==> src/rtl/add_pipe_pkg.sv <==
// Shared constants, parameter checks and stage-control typedef for add_pipe.
package add_pipe_pkg;

  localparam int MIN_WIDTH  = 1;
  localparam int MIN_STAGES = 1;

  // Control part of each stage register; data fields are sized per stage in the top.
  typedef struct packed {
    logic valid;
    logic carry;
  } stage_ctl_t;

  function automatic bit params_ok(input int width, input int stages);
    return (width >= MIN_WIDTH) && (stages >= MIN_STAGES) &&
           (stages <= width) && ((width % stages) == 0);
  endfunction

  function automatic int slice_width(input int width, input int stages);
    return (stages > 0) ? (width / stages) : 1;
  endfunction

endpackage

==> src/rtl/add_pipe_slice.sv <==
// Combinational SLICE-bit ripple adder built from full-adder cells.
module add_pipe_slice
  import add_pipe_pkg::*;
#(
  parameter int SLICE = 4
) (
  input  logic [SLICE-1:0] a,
  input  logic [SLICE-1:0] b,
  input  logic             ci,
  output logic [SLICE-1:0] s,
  output logic             co,
  output logic             c_msb
);

  logic [SLICE:0] c;

  assign c[0] = ci;

  for (genvar i = 0; i < SLICE; i++) begin : g_fa
    assign s[i]   = a[i] ^ b[i] ^ c[i];
    assign c[i+1] = (a[i] & b[i]) | (c[i] & (a[i] ^ b[i]));
  end

  assign co    = c[SLICE];
  assign c_msb = c[SLICE-1];

endmodule

==> src/rtl/add_pipe.sv <==
// Pipelined ripple-carry adder with valid/ready handshake, one slice per stage.
// Define ADD_PIPE_SUB_EN to honour op_sub (A-B); otherwise the block is add only.
module add_pipe
  import add_pipe_pkg::*;
#(
  parameter int WIDTH  = 16,
  parameter int STAGES = 4
) (
  input  logic             clk,
  input  logic             rst_n,
  input  logic             in_valid,
  output logic             in_ready,
  input  logic [WIDTH-1:0] a,
  input  logic [WIDTH-1:0] b,
  input  logic             cin,
  input  logic             op_sub,
  output logic             out_valid,
  input  logic             out_ready,
  output logic [WIDTH-1:0] sum,
  output logic             carry,
  output logic             overflow
);

  localparam int SLICE = slice_width(WIDTH, STAGES);

  if (!params_ok(WIDTH, STAGES)) begin : g_param_check
    $error("add_pipe: WIDTH must be >= 1, 1 <= STAGES <= WIDTH and WIDTH %% STAGES == 0");
  end

  logic [WIDTH-1:0] b_eff;
  logic             cin_eff;

`ifdef ADD_PIPE_SUB_EN
  // Subtraction is A + ~B + 1, so the inversion happens once at capture.
  assign b_eff   = op_sub ? ~b : b;
  assign cin_eff = op_sub ? 1'b1 : cin;
`else
  logic unused_op_sub;
  assign unused_op_sub = op_sub;
  assign b_eff         = b;
  assign cin_eff       = cin;
`endif

  logic [STAGES:0] ready;

  assign ready[STAGES] = out_ready;
  assign in_ready      = ready[0];

  for (genvar k = 0; k < STAGES; k++) begin : g_stage
    localparam int LO = k * SLICE;
    localparam int PW = (k + 1) * SLICE;

    logic [WIDTH-LO-1:0] ain;
    logic [WIDTH-LO-1:0] bin;
    logic                ci;
    logic                vin;
    logic [PW-1:0]       psum_d;
    logic [PW-1:0]       psum_q;
    logic [SLICE-1:0]    s;
    logic                co;
    logic                c_msb;
    logic                load;
    stage_ctl_t          ctl_q;

    if (k == 0) begin : g_src
      assign ain    = a;
      assign bin    = b_eff;
      assign ci     = cin_eff;
      assign vin    = in_valid;
      assign psum_d = s;
    end else begin : g_src
      assign ain    = g_stage[k-1].g_rem.rem_a_q;
      assign bin    = g_stage[k-1].g_rem.rem_b_q;
      assign ci     = g_stage[k-1].ctl_q.carry;
      assign vin    = g_stage[k-1].ctl_q.valid;
      assign psum_d = {s, g_stage[k-1].psum_q};
    end

    // A bubble in this stage lets it load even when downstream is stalled.
    assign ready[k] = !ctl_q.valid || ready[k+1];
    assign load     = ready[k] && vin;

    add_pipe_slice #(.SLICE(SLICE)) u_slice (
      .a    (ain[SLICE-1:0]),
      .b    (bin[SLICE-1:0]),
      .ci   (ci),
      .s    (s),
      .co   (co),
      .c_msb(c_msb)
    );

    always_ff @(posedge clk or negedge rst_n) begin
      if (!rst_n) begin
        ctl_q  <= '0;
        psum_q <= '0;
      end else begin
        if (ready[k]) ctl_q.valid <= vin;
        if (load) begin
          ctl_q.carry <= co;
          psum_q      <= psum_d;
        end
      end
    end

    if (k < STAGES - 1) begin : g_rem
      logic [WIDTH-PW-1:0] rem_a_q;
      logic [WIDTH-PW-1:0] rem_b_q;
      logic                unused_c_msb;

      assign unused_c_msb = c_msb;

      always_ff @(posedge clk or negedge rst_n) begin
        if (!rst_n) begin
          rem_a_q <= '0;
          rem_b_q <= '0;
        end else if (load) begin
          rem_a_q <= ain[WIDTH-LO-1:SLICE];
          rem_b_q <= bin[WIDTH-LO-1:SLICE];
        end
      end
    end else begin : g_last
      logic c_msb_q;

      always_ff @(posedge clk or negedge rst_n) begin
        if (!rst_n) c_msb_q <= 1'b0;
        else if (load) c_msb_q <= c_msb;
      end

      assign out_valid = ctl_q.valid;
      assign sum       = psum_q;
      assign carry     = ctl_q.carry;
      assign overflow  = ctl_q.carry ^ c_msb_q;
    end
  end

endmodule
==> config.mk <==
export PLATFORM = sky130hd
export DESIGN_NAME = add_pipe
export DESIGN_NICKNAME = d
export VERILOG_FILES = /design/src/rtl/add_pipe_pkg.sv /design/src/rtl/add_pipe_slice.sv /design/src/rtl/add_pipe.sv
export SDC_FILE = /design/constraint.sdc
export NUM_CORES = 1
export LEC_CHECK = 0
export CORE_MARGIN = 2
export CORE_UTILIZATION = 56
export DETAILED_ROUTE_END_ITERATION = 8
export DONT_BUFFER_PORTS = 1
export PLACE_DENSITY_LB_ADDON = 0.2
export SYNTH_ARGS = -nofsm -noshare
export SYNTH_HDL_FRONTEND = slang
export SYNTH_SLANG_ARGS = --single-unit
==> constraint.sdc <==
create_clock -name clk -period 2.2 [get_ports clk]
set_input_delay 0.66 -clock clk [delete_from_list [all_inputs] [get_ports clk]]
set_output_delay 0.66 -clock clk [all_outputs]
set_load 0.02 [all_outputs]
Word level (Yosys, flattened, before mapping)
Cells that the tools add are included.
Storage, ports and cells
  word-level logic and storage cells: 112
  register bits after elaboration: 97
  output and inout port bits: 20
  input bits: 38
Operators by class
  reduce and logical (&&, ||, !) cells: 12
  bitwise logic cells: 81
Operators with widths (number)
  1-bit XOR: 33
  1-bit bitwise AND: 32
  1-bit OR: 16
  1-bit logical AND: 4
  1-bit zero test: 4
  1-bit logical OR: 4

Logic depth before layout (Yosys ltp)
Gate-level depths: netlist of run 1.
  depth after elaboration: 9
  depth in mapped cells: 8
  depth with buffers taken out: 8

By module
A second synthesis of run 1 with hierarchy kept.
Second synthesis, totals
  cells, all modules: 260
  area, all modules: 4116.4 µm²
By module, submodules not included
  add_pipe: times used 1, area each 3676.0 µm², seq. area each 2427.3 µm², cells an instance 212
  add_pipe_slice: times used 4, area each 110.1 µm², seq. area each 0.0 µm², cells an instance 12

Worst setup path before layout of run 1
Ideal clock, no wire load.
  path type: input-to-reg
  start: in a[0]
  end: reg g_stage[0].psum_q[3]
  setup time: 0.079 ns
  path buffers: 0
  data arrival time: 2.226 ns
  setup slack: -0.106 ns
  required time: 2.121 ns
  stages on the path: 8
  cell sequence: fa_1 inv_1 fa_1 inv_1 fa_1 inv_1 fa_1 mux2i_1
On the way
  word-level cells in the longest chain between the ends: 8
  elaborated cells between the ends (all ways): 9
  those cells by class: bitwise (9)
RTL lines
  start: declaration: RTL line add_pipe.sv:13  | input logic [WIDTH-1:0] a,
  1-bit XOR: RTL line add_pipe_slice.sv:21  | assign c[i+1] = (a[i] & b[i]) | (c[i] & (a[i] ^ b[i]));
  1-bit bitwise AND: RTL line add_pipe_slice.sv:21
  1-bit OR *: RTL line add_pipe_slice.sv:21
  1-bit bitwise AND *: RTL line add_pipe_slice.sv:21
  1-bit OR *: RTL line add_pipe_slice.sv:21
  1-bit bitwise AND *: RTL line add_pipe_slice.sv:21
  1-bit OR *: RTL line add_pipe_slice.sv:21
  1-bit XOR *: RTL line add_pipe_slice.sv:20  | assign s[i] = a[i] ^ b[i] ^ c[i];
  end signal: assignment: RTL line add_pipe.sv:100  | psum_q <= psum_d;
  end: declaration: RTL line add_pipe.sv:58  | logic [PW-1:0] psum_q;
Mark *: on every way between the ends. The rest lies on a longest branch, timed or not.
A chain may end at the register's enable or synchronous reset.

Worst setup path after layout of run 1
  start: reg g_stage[2].g_rem.rem_a_q[0]
  end: reg g_stage[3].psum_q[15] (netlist: sum[15])
On the way
  word-level cells in the longest chain between the ends: 8
  elaborated cells between the ends (all ways): 9
  those cells by class: bitwise (9)
RTL lines
  start: declaration: RTL line add_pipe.sv:106  | logic [WIDTH-PW-1:0] rem_a_q;
  start signal: assignment: RTL line add_pipe.sv:117  | rem_a_q <= ain[WIDTH-LO-1:SLICE];
  1-bit XOR: RTL line add_pipe_slice.sv:21
  1-bit bitwise AND: RTL line add_pipe_slice.sv:21
  1-bit OR *: RTL line add_pipe_slice.sv:21
  1-bit bitwise AND *: RTL line add_pipe_slice.sv:21
  1-bit OR *: RTL line add_pipe_slice.sv:21
  1-bit bitwise AND *: RTL line add_pipe_slice.sv:21
  1-bit OR *: RTL line add_pipe_slice.sv:21
  named net g_stage[3].c_msb: RTL line add_pipe.sv:61  | logic c_msb;
  1-bit XOR *: RTL line add_pipe_slice.sv:20
  named net g_stage[3].s[3]: RTL line add_pipe.sv:59  | logic [SLICE-1:0] s;
  end signal: assignment: RTL line add_pipe.sv:100
  end: declaration: RTL line add_pipe.sv:58
Mark *: on every way through the listed nets, which the timed path passes. The rest lies on a longest branch.

==> results.toml, run 1 <==
[run_status]
run_status = "finished with violations"
violations = "hold timing"

[synthesis]
synth_top_area_share_pct = 59.6
syn-num-nets = 323
postSynth.asyncResetShare_pct = 100
synth_area_mm2 = 0.00407
netlist_instances = 269
syn_area_per_cell_um2 = 15.1
synth.distinct_cells = 19
synth_top_cell_by_area = "dfrtp_1"
yosysWarnings = 0
synth_area_leaders = "dfrtp_1 60%, mux2_2 20%, fa_1 7.9%, inv_1 3.3%, mux2i_1 2.0%"
synth_ff_type = "dfrtp_1"
synth_enable_flop_cells = 0
ys_seq_elements = 97
yosysSeqAreaShare_pct = 59.6

[drt]
viasPerCell = 5.16
drt_pass1_iterations = 4
ant_nets = 0
first_iter_violations = 109
drc_errors = 0
vias = 1965
wl_per_cell_um = 15.8
wirelength_um = 6030

[global_routing]
grt_usage_pct = 16.6
busiest_layer = "met2"
grt_pass1_vias = 2003
antenna_found_initial = 0
gr-total-overflow = 0
grtUsageMet1_pct = 20.8
grt_pass1_wl_um = 9530
grt_max_degree = 98
met2_usage_pct = 26.3
grt_use_met3_pct = 4.80

[cts]
root_buffer = "clkbuf_8"
insertion_delay_ps = 360
clk_pin_slew_ps = 90
cts.htree.levels = 3
post_cts_buffers = 0
cts-buffers-inserted = 9
clock_path_buffers = 2
numClockSinks = 97
cts_tree = "done"

[cells_and_area]
fin_nets = 332
fillers = 562
drive_gt1_share_pct = 39.4
multiInputGateArea_mm2 = 0.00148
fin_cells = 381
final-seq-area_mm2 = 0.00243
design_area_mm2 = 0.00443
n_antenna_cell = 0
syn_to_final_growth_pct = 8.66

[timing]
worst_pin_slew_ps = 494
maxSlewHeadroom_pct = 66.9
drv_slew = 0
setup_viol = 0
period_needed_ps = 2130
hold_viol = 49
holdWs_ps = -12.9
grt_setup_unrepaired = "yes"
period_share_pct = 96.9
finalSetupTns_ps = 0
fmax_ghz = 0.469
skew_ps = 11.5

[setup_path]
crit_buf_inv = 2
critical_path_class = "reg -> reg"
cp_max_fo = 2
cp_slowest_cell = "fa_1"
worst_setup_path_end_kind = "register"
arrival_ps = 2380
crit_family = "adder cells"
crit_chain = "fa_1, inv_2, fa_2, fa_2, inv_2, fa_1, mux2_2"
cpPeakStageDelay_ps = 390
startpoint_type = "register"
required_ps = 2450

[power_and_ir_drop]
power.switching_mw = 1.63
clkPwrFrac_pct = 21.6
p_leak_nw = 2.00
ir_drop_mv = 0.476
comb_power_share_pct = 22.9
finalPower_mw = 5.31
switching_share_pct = 30.6
power_density_mw_per_mm2 = 1200
seq_power_share_pct = 55.5
power.internal_mw = 3.69

[place]
place_inst = 366
io_buffers = 0
place_congestion = 0.718
dpl.hpwl_um = 4020
place_area_mm2 = 0.00422

[floorplan]
io_pins = 58
dieArea_mm2 = 0.00797
die_x_um = 89.3
placementRows = 31
die_y_um = 89.3
start_util_pct = 57.1
fp.coreArea_mm2 = 0.00714

[min_path]
min_path_type = "in -> async"

[flow_run]
cap_violations = 0
[final timing paths]
kind	slack (ps)	startpoint	end	depth (start not counted)
max	70	g_stage[2].g_rem.rem_a_q[0]	sum[15]	7
min	-10	rst_n	sum[1]	0
max reg2reg	70	g_stage[2].g_rem.rem_a_q[0]	sum[15]	7
min reg2reg	490	g_stage[0].g_rem.rem_b_q[9]	g_stage[0].g_rem.rem_b_q[9]	1
max in group asynchronous	2080	rst_n	g_stage[2].psum_q[3]	0
min in group clk	420	in_valid	g_stage[1].vin	1
[metal layers]
| layer | wire length (µm) | part of all wire, % | up-vias |
|---|---|---|---|
| li1 | - | - | 904 |
| met1 | 2610 | 43 | 1014 |
| met2 | 2980 | 49 | 37 |
| met3 | 298 | 4.9 | 10 |
| met4 | 144 | 2.4 | 0 |
| met5 | 0 | 0 | - |
[flip-flops by register name, indices dropped and copies added, names as in the netlist]
register and flops:
g_stage.psum_q 24, carry 1, g_stage.g_rem.rem_a_q 24, sum 16, g_stage.g_rem.rem_b_q 24, g_stage.g_last.c_msb_q 1, g_stage.vin 3, out_valid 1
g_stage.ci 3
[what timing repair did]
action                                  CTS  global route
gates resized for setup                   3             6
endpoints found under the hold margin    97            97
pin swaps                                 0             1
endpoints found under the setup margin    2             3
[cells by family (layout without fill, tap and decap cells)]
| group | after synthesis | after routing | share of synthesized area [%] |
|---|---|---|---|
| compound gates | 11 | 11 | 1.44 |
| xor+xnor | 1 | 1 | 0.215 |
| fa+ha+maj | 16 | 16 | 7.86 |
| buf+inv | 44 | 57 | 4.82 |
| flops | 97 | 97 | 59.6 |
| mux | 88 | 88 | 24.1 |
| simple gates | 12 | 12 | 2.00 |
[power groups by stage]
stage          combinational, mW  clock (mW)  sequential (mW)
2_1_floorplan               1.01           0             2.88
3_3_place_gp                1.15           0             2.98
3_5_place_dp                1.21           0             3.00
4_1_cts                     1.23        1.17             2.96
5_1_grt                     1.39        1.25             3.05
6_report                    1.22        1.15             2.95
[placed cells by master (no fill, tap or decap), drive strengths merged]
| cell type | synthesis | routed |
|---|---|---|
| dfrtp | 97 | 97 |
| mux2 | 80 | 80 |
| inv | 36 | 36 |
| fa | 16 | 16 |
| clkbuf | 0 | 12 |
| o21ai | 11 | 11 |
| mux2i | 8 | 8 |
| buf | 8 | 6 |
| nand2 | 5 | 5 |
| nand2b | 4 | 4 |
| clkinv | 0 | 2 |
| and4b | 1 | 1 |
| xor2 | 1 | 1 |
| nand4b | 1 | 1 |
| nand3b | 1 | 1 |
| bufinv | 0 | 1 |
[cells in the mapped netlist (2+ instances only)]
cell and n:
inv_1 36, mux2_2 73, nand2b_1 4, o21ai_0 10
nand2_2 2, nand2_1 3, buf_2 4, dfrtp_1 97
fa_1 16, buf_4 2, mux2i_1 8, mux2_1 7
[through the flow]
| step | setup slack, ps | utilization, % |
|---|---|---|
| 2_1_floorplan | -95.6 | - |
| 3_3_place_gp | -161 | 59.2 |
| 3_5_place_dp | -200 | 59.2 |
| 4_1_cts | 2.81 | 61.9 |
| 5_1_grt | -5.22 | 62.0 |
| 6_report | 68.4 | 62.0 |
[cell type report]
type | count | area share, %
inverters | 36 | 3.05
well taps | 99 | 2.80
multi-input cells | 128 | 33.3
clock inverters | 3 | 0.904
flip-flops and latches | 97 | 54.8
repair buffers | 6 | 1.58
clock buffers | 12 | 3.50
(Power assumes the default switching activity.)
==> inputs of run 2 (changes only) <==
--- a/config.mk
+++ b/config.mk
@@ -5,11 +5,13 @@
 export SDC_FILE = /design/constraint.sdc
 export NUM_CORES = 1
 export LEC_CHECK = 0
+export ABC_CLOCK_PERIOD_IN_PS = 2200
 export CORE_MARGIN = 2
 export CORE_UTILIZATION = 56
 export DETAILED_ROUTE_END_ITERATION = 8
 export DONT_BUFFER_PORTS = 1
 export PLACE_DENSITY_LB_ADDON = 0.2
+export REMOVE_ABC_BUFFERS = 1
 export SYNTH_ARGS = -nofsm -noshare
 export SYNTH_HDL_FRONTEND = slang
 export SYNTH_SLANG_ARGS = --single-unit
==> run 2 against run 1 <==
The flow still finishes with violations (hold timing). Clock-buffer cell count is the same. Total power shrank 0.47%. Sequential share of layout area is essentially flat. Global-route usage grew 0.46 points. Wire length grew 0.58%. Combinational power is essentially flat. First-iteration DRC count shrank 35%. Design area is essentially flat. Register-to-register slack lost 30 ps. Die area is the same. Final cell count grew 0.79%. Non-clock buffer count grew 2.
==> results.toml, run 2 (synthesized netlist as in run 1, its figures left out) <==
[run_status]
run_status = "finished with violations"
violations = "hold timing"

[cells_and_area]
top_regs = "g_stage.g_rem.rem_a_q (24), g_stage.g_rem.rem_b_q (24), g_stage.psum_q (24)"
fillers = 568
final_cell_mix = "97 x dfrtp_1, 73 x mux2_2, 33 x inv_1"
drive_gt1_share_pct = 38.2
layout_commonest_cell = "dfrtp_1"
n_antenna_cell = 0
multiInputGateArea_mm2 = 0.00148
fin_nets = 334
syn_to_final_growth_pct = 8.63
fin_cells = 384
final-seq-area_mm2 = 0.00243
final_util_pct = 62.0

[timing]
hold_viol = 14
maxSlewHeadroom_pct = 65.8
period_share_pct = 98.4
drv_slew = 0
grt_setup_unrepaired = "yes"
fmax_ghz = 0.462
holdWs_ps = -7.60
finalSetupTns_ps = 0
setup_viol = 0
worst_pin_slew_ps = 512
period_needed_ps = 2160
skew_ps = 9.71

[setup_path]
critical_path_class = "reg -> reg"
cp_max_fo = 2
worst_setup_path_end_kind = "register"
arrival_ps = 2410
required_ps = 2440
startpoint_type = "register"

[floorplan]
io_pins = 58
dieArea_mm2 = 0.00797
placementRows = 31
die_y_um = 89.3
fp.coreArea_mm2 = 0.00714
start_util_pct = 57.1
die_x_um = 89.3

[drt]
drt_pass1_iterations = 4
wirelength_um = 6060
viasPerCell = 5.22
met2RoutedLength_um = 3070
drc_errors = 0
highest_layer = "met4"
ant_nets = 0
met3WireLength_um = 262
vias = 2005
wl_per_cell_um = 15.8
first_iter_violations = 71
met1Wirelength_um = 2600

[cts]
insertion_delay_ps = 350
clock_path_buffers = 2
cts-buffers-inserted = 9
cts_tree = "done"
root_buffer = "clkbuf_8"
cts.htree.levels = 3
numClockSinks = 97
post_cts_buffers = 0
clk_pin_slew_ps = 90

[min_path]
min_path_type = "in -> async"

[global_routing]
grt_pass1_vias = 2024
grt_pass1_wl_um = 9840
gr-total-overflow = 0
grt_usage_pct = 17.0
antenna_found_initial = 0
grt_max_degree = 98

[flow_run]
cap_violations = 0

[power_and_ir_drop]
p_leak_nw = 1.99
ir_drop_mv = 0.489
power_density_mw_per_mm2 = 1190
finalPower_mw = 5.29

[place]
io_buffers = 0
dpl.hpwl_um = 4100
place_congestion = 0.704
place_inst = 368
-- run 2: per-stage QoR --
step | setup WS (ps) | cell area [µm²]
after floorplan | -110 | 4010
after global placement | -169 | 4220
after detailed placement | -190 | 4220
after CTS | -7.43 | 4410
after global routing | -49.3 | 4430
final | 35.5 | 4430
-- run 2: critical path, stage by stage (launching register included) --
cell,delay (ps)
dfrtp_1,390
fa_2,210
inv_1,50
fa_2,340
fa_2,340
inv_2,70
fa_1,400
mux2_2,260
-- run 2: power breakdown --
group | switching (mW) | internal (mW) | total [mW]
clock network | 0.575 | 0.529 | 1.10
logic | 0.509 | 0.726 | 1.24
registers | 0.552 | 2.39 | 2.95
total | 1.64 | 3.65 | 5.29
-- run 2: worst paths after layout --
check / end / start / slack [ps] / cells after the start
worst min-delay path: sum[12] / rst_n / -8 / 0
max in group asynchronous: g_stage[1].ci / rst_n / 2080 / 0
worst max-delay path: sum[15] / g_stage[3].ci / 40 / 7
worst min register to register: g_stage[1].g_rem.rem_b_q[2] / g_stage[0].g_rem.rem_b_q[6] / 500 / 1
worst max register to register: sum[15] / g_stage[3].ci / 40 / 7
min in group clk: g_stage[1].vin / in_valid / 410 / 1
-- run 2: timing repair --
item	CTS	global route
endpoints found under the hold margin	97	97
setup endpoints to repair	2	3
pin swaps	0	3
resized for setup	2	10
-- run 2: layer usage --
layer,vias up,track usage [%]
li1,906,-
met4,0,8.55
met2,47,27.3
met5,-,0
met1,1040,21.6
met3,12,4.52
-- run 2: layout make-up --
cell class / instances / share of cell area [%]
inverter: 36 / 3.05
multi-input combinational: 128 / 33.4
clock buffer: 12 / 3.05
tap: 99 / 2.80
timing repair buffer: 8 / 1.64
clock inverter: 4 / 1.22
sequential: 97 / 54.8
==> inputs of run 3 (changes only) <==
--- a/config.mk
+++ b/config.mk
@@ -7,7 +7,7 @@
 export LEC_CHECK = 0
 export ABC_CLOCK_PERIOD_IN_PS = 2200
 export CORE_MARGIN = 2
-export CORE_UTILIZATION = 56
+export CORE_UTILIZATION = 54
 export DETAILED_ROUTE_END_ITERATION = 8
 export DONT_BUFFER_PORTS = 1
 export PLACE_DENSITY_LB_ADDON = 0.2
==> run 3 against run 2 <==
The flow now finishes without violations. Sequential power hardly changed. Clock power hardly changed. Sequential cell count stayed put. Clock-buffer cell count is 1 lower. Register-to-register slack better by 30 ps. Non-clock buffer count stayed put. Wire length is 2.7% lower. Combinational power is 3% lower. Design area is 0.51% lower.
==> results.toml, run 3 (synthesized netlist as in run 1, its figures left out) <==
[run_status]
run_status = "finished, final reports clean"

[global_routing]
antenna_found_initial = 0
grt_pass1_wl_um = 10300
grt_usage_pct = 16.1
grt_max_degree = 98
grt_pass1_vias = 2143
gr-total-overflow = 0

[cts]
cts_tree = "done"
cts-buffers-inserted = 9
numClockSinks = 97
insertion_delay_ps = 340
root_buffer = "clkbuf_8"
post_cts_buffers = 0
clk_pin_slew_ps = 90
clock_path_buffers = 2
cts.htree.levels = 3

[floorplan]
start_util_pct = 55.9
die_y_um = 90.9
fp.coreArea_mm2 = 0.00729
die_x_um = 90.9
io_pins = 58
dieArea_mm2 = 0.00825
placementRows = 31

[setup_path]
critical_path_class = "reg -> reg"
crit_chain = "fa_1, inv_1, fa_2, fa_2, inv_2, fa_1, mux2_2"
worst_setup_path_end_kind = "register"
cp_max_fo = 2
cp_slowest_cell = "fa_1"
startpoint_type = "register"
required_ps = 2420
cpPeakStageDelay_ps = 430
arrival_ps = 2360
crit_buf_inv = 2
crit_family = "adder cells"

[timing]
period_needed_ps = 2140
grt_setup_unrepaired = "yes"
hold_viol = 0
skew_ps = 8.58
maxSlewHeadroom_pct = 66.4
fmax_ghz = 0.467
setup_viol = 0
worst_pin_slew_ps = 502
drv_slew = 0
period_share_pct = 97.2
worst_slack_ps = 60.8

[drt]
wl_per_cell_um = 15.4
drt_pass1_iterations = 4
vias = 1976
viasPerCell = 5.17
wirelength_um = 5900
first_iter_violations = 94
ant_nets = 0
drc_errors = 0

[power_and_ir_drop]
finalPower_mw = 5.23
power_density_mw_per_mm2 = 1190
ir_drop_mv = 0.437
p_leak_nw = 1.99

[place]
preCtsSetupSlack_ps = -192
place_area_mm2 = 0.00420
place_inst = 368
place_congestion = 0.767
dpl.hpwl_um = 3980
io_buffers = 0

[cells_and_area]
n_antenna_cell = 0
design_area_mm2 = 0.00440
top_regs = "g_stage.g_rem.rem_a_q (24), g_stage.g_rem.rem_b_q (24), g_stage.psum_q (24)"
fin_cells = 382
fin_nets = 334
syn_to_final_growth_pct = 8.08
final_util_pct = 60.4
drive_gt1_share_pct = 38.2
layout_commonest_cell = "dfrtp_1"
final_cell_mix = "97 x dfrtp_1, 73 x mux2_2, 32 x inv_1"
fillers = 622

[flow_run]
cap_violations = 0

[min_path]
min_path_type = "in -> async"
-- run 3: cell count changes in the layout (fill, tap and decap cells not counted), sizes merged --
cell	previous run	this run
clkbuf	12	11
clkinvlp	2	1
-- run 3: layout make-up --
class | count | area, µm² | area share (%)
clock buffers | 11 | 141 | 3.21
well taps | 99 | 124 | 2.81
multi-input cells | 128 | 1470 | 33.4
repair buffers | 8 | 60.1 | 1.36
flip-flops and latches | 97 | 2430 | 55.1
clock inverters | 3 | 42.5 | 0.966
inverters | 36 | 135 | 3.07
-- run 3: power by group --
| group | total, mW | internal [mW] | switching, mW |
|---|---|---|---|
| registers | 2.94 | 2.39 | 0.546 |
| logic | 1.20 | 0.702 | 0.495 |
| clock network | 1.09 | 0.543 | 0.551 |
-- run 3: per-layer routing --
metal	up-vias	share of wire (%)	global-route usage [%]	wire, µm
met5	-	0	0	0
met2	40	48	25.5	2860
met1	1021	45	21.5	2680
li1	907	-	-	-
met4	0	1.4	6.44	85
met3	8	4.7	4.09	277
-- run 3: stage by stage --
stage / TNS, ps / hold slack (ps)
global placement: -184 / 367
finish: 0 / 2.12
CTS: 0 / -13.8
global route: -43.3 / -21.6
floorplan: -2130 / 364
detailed placement: -259 / 367
-- run 3: what timing repair did --
| action | 4_1_cts | 5_1_grt |
|---|---|---|
| pin swaps | 1 | 1 |
| gates resized for setup | 3 | 8 |
| setup endpoints to repair | 2 | 3 |
| hold endpoints to repair | 97 | 86 |
-- run 3: worst paths after layout --
kind,from,end,slack [ps],cells past startpoint
max,g_stage[2].g_rem.rem_a_q[0],sum[15],60,7
min,rst_n,g_stage[1].g_rem.rem_a_q[4],2,0
max reg2reg,g_stage[2].g_rem.rem_a_q[0],sum[15],60,7
min reg2reg,g_stage[0].g_rem.rem_a_q[11],g_stage[0].g_rem.rem_a_q[11],490,1
max in group asynchronous,rst_n,g_stage[1].ci,2100,0
min in group clk,in_valid,g_stage[1].vin,440,1
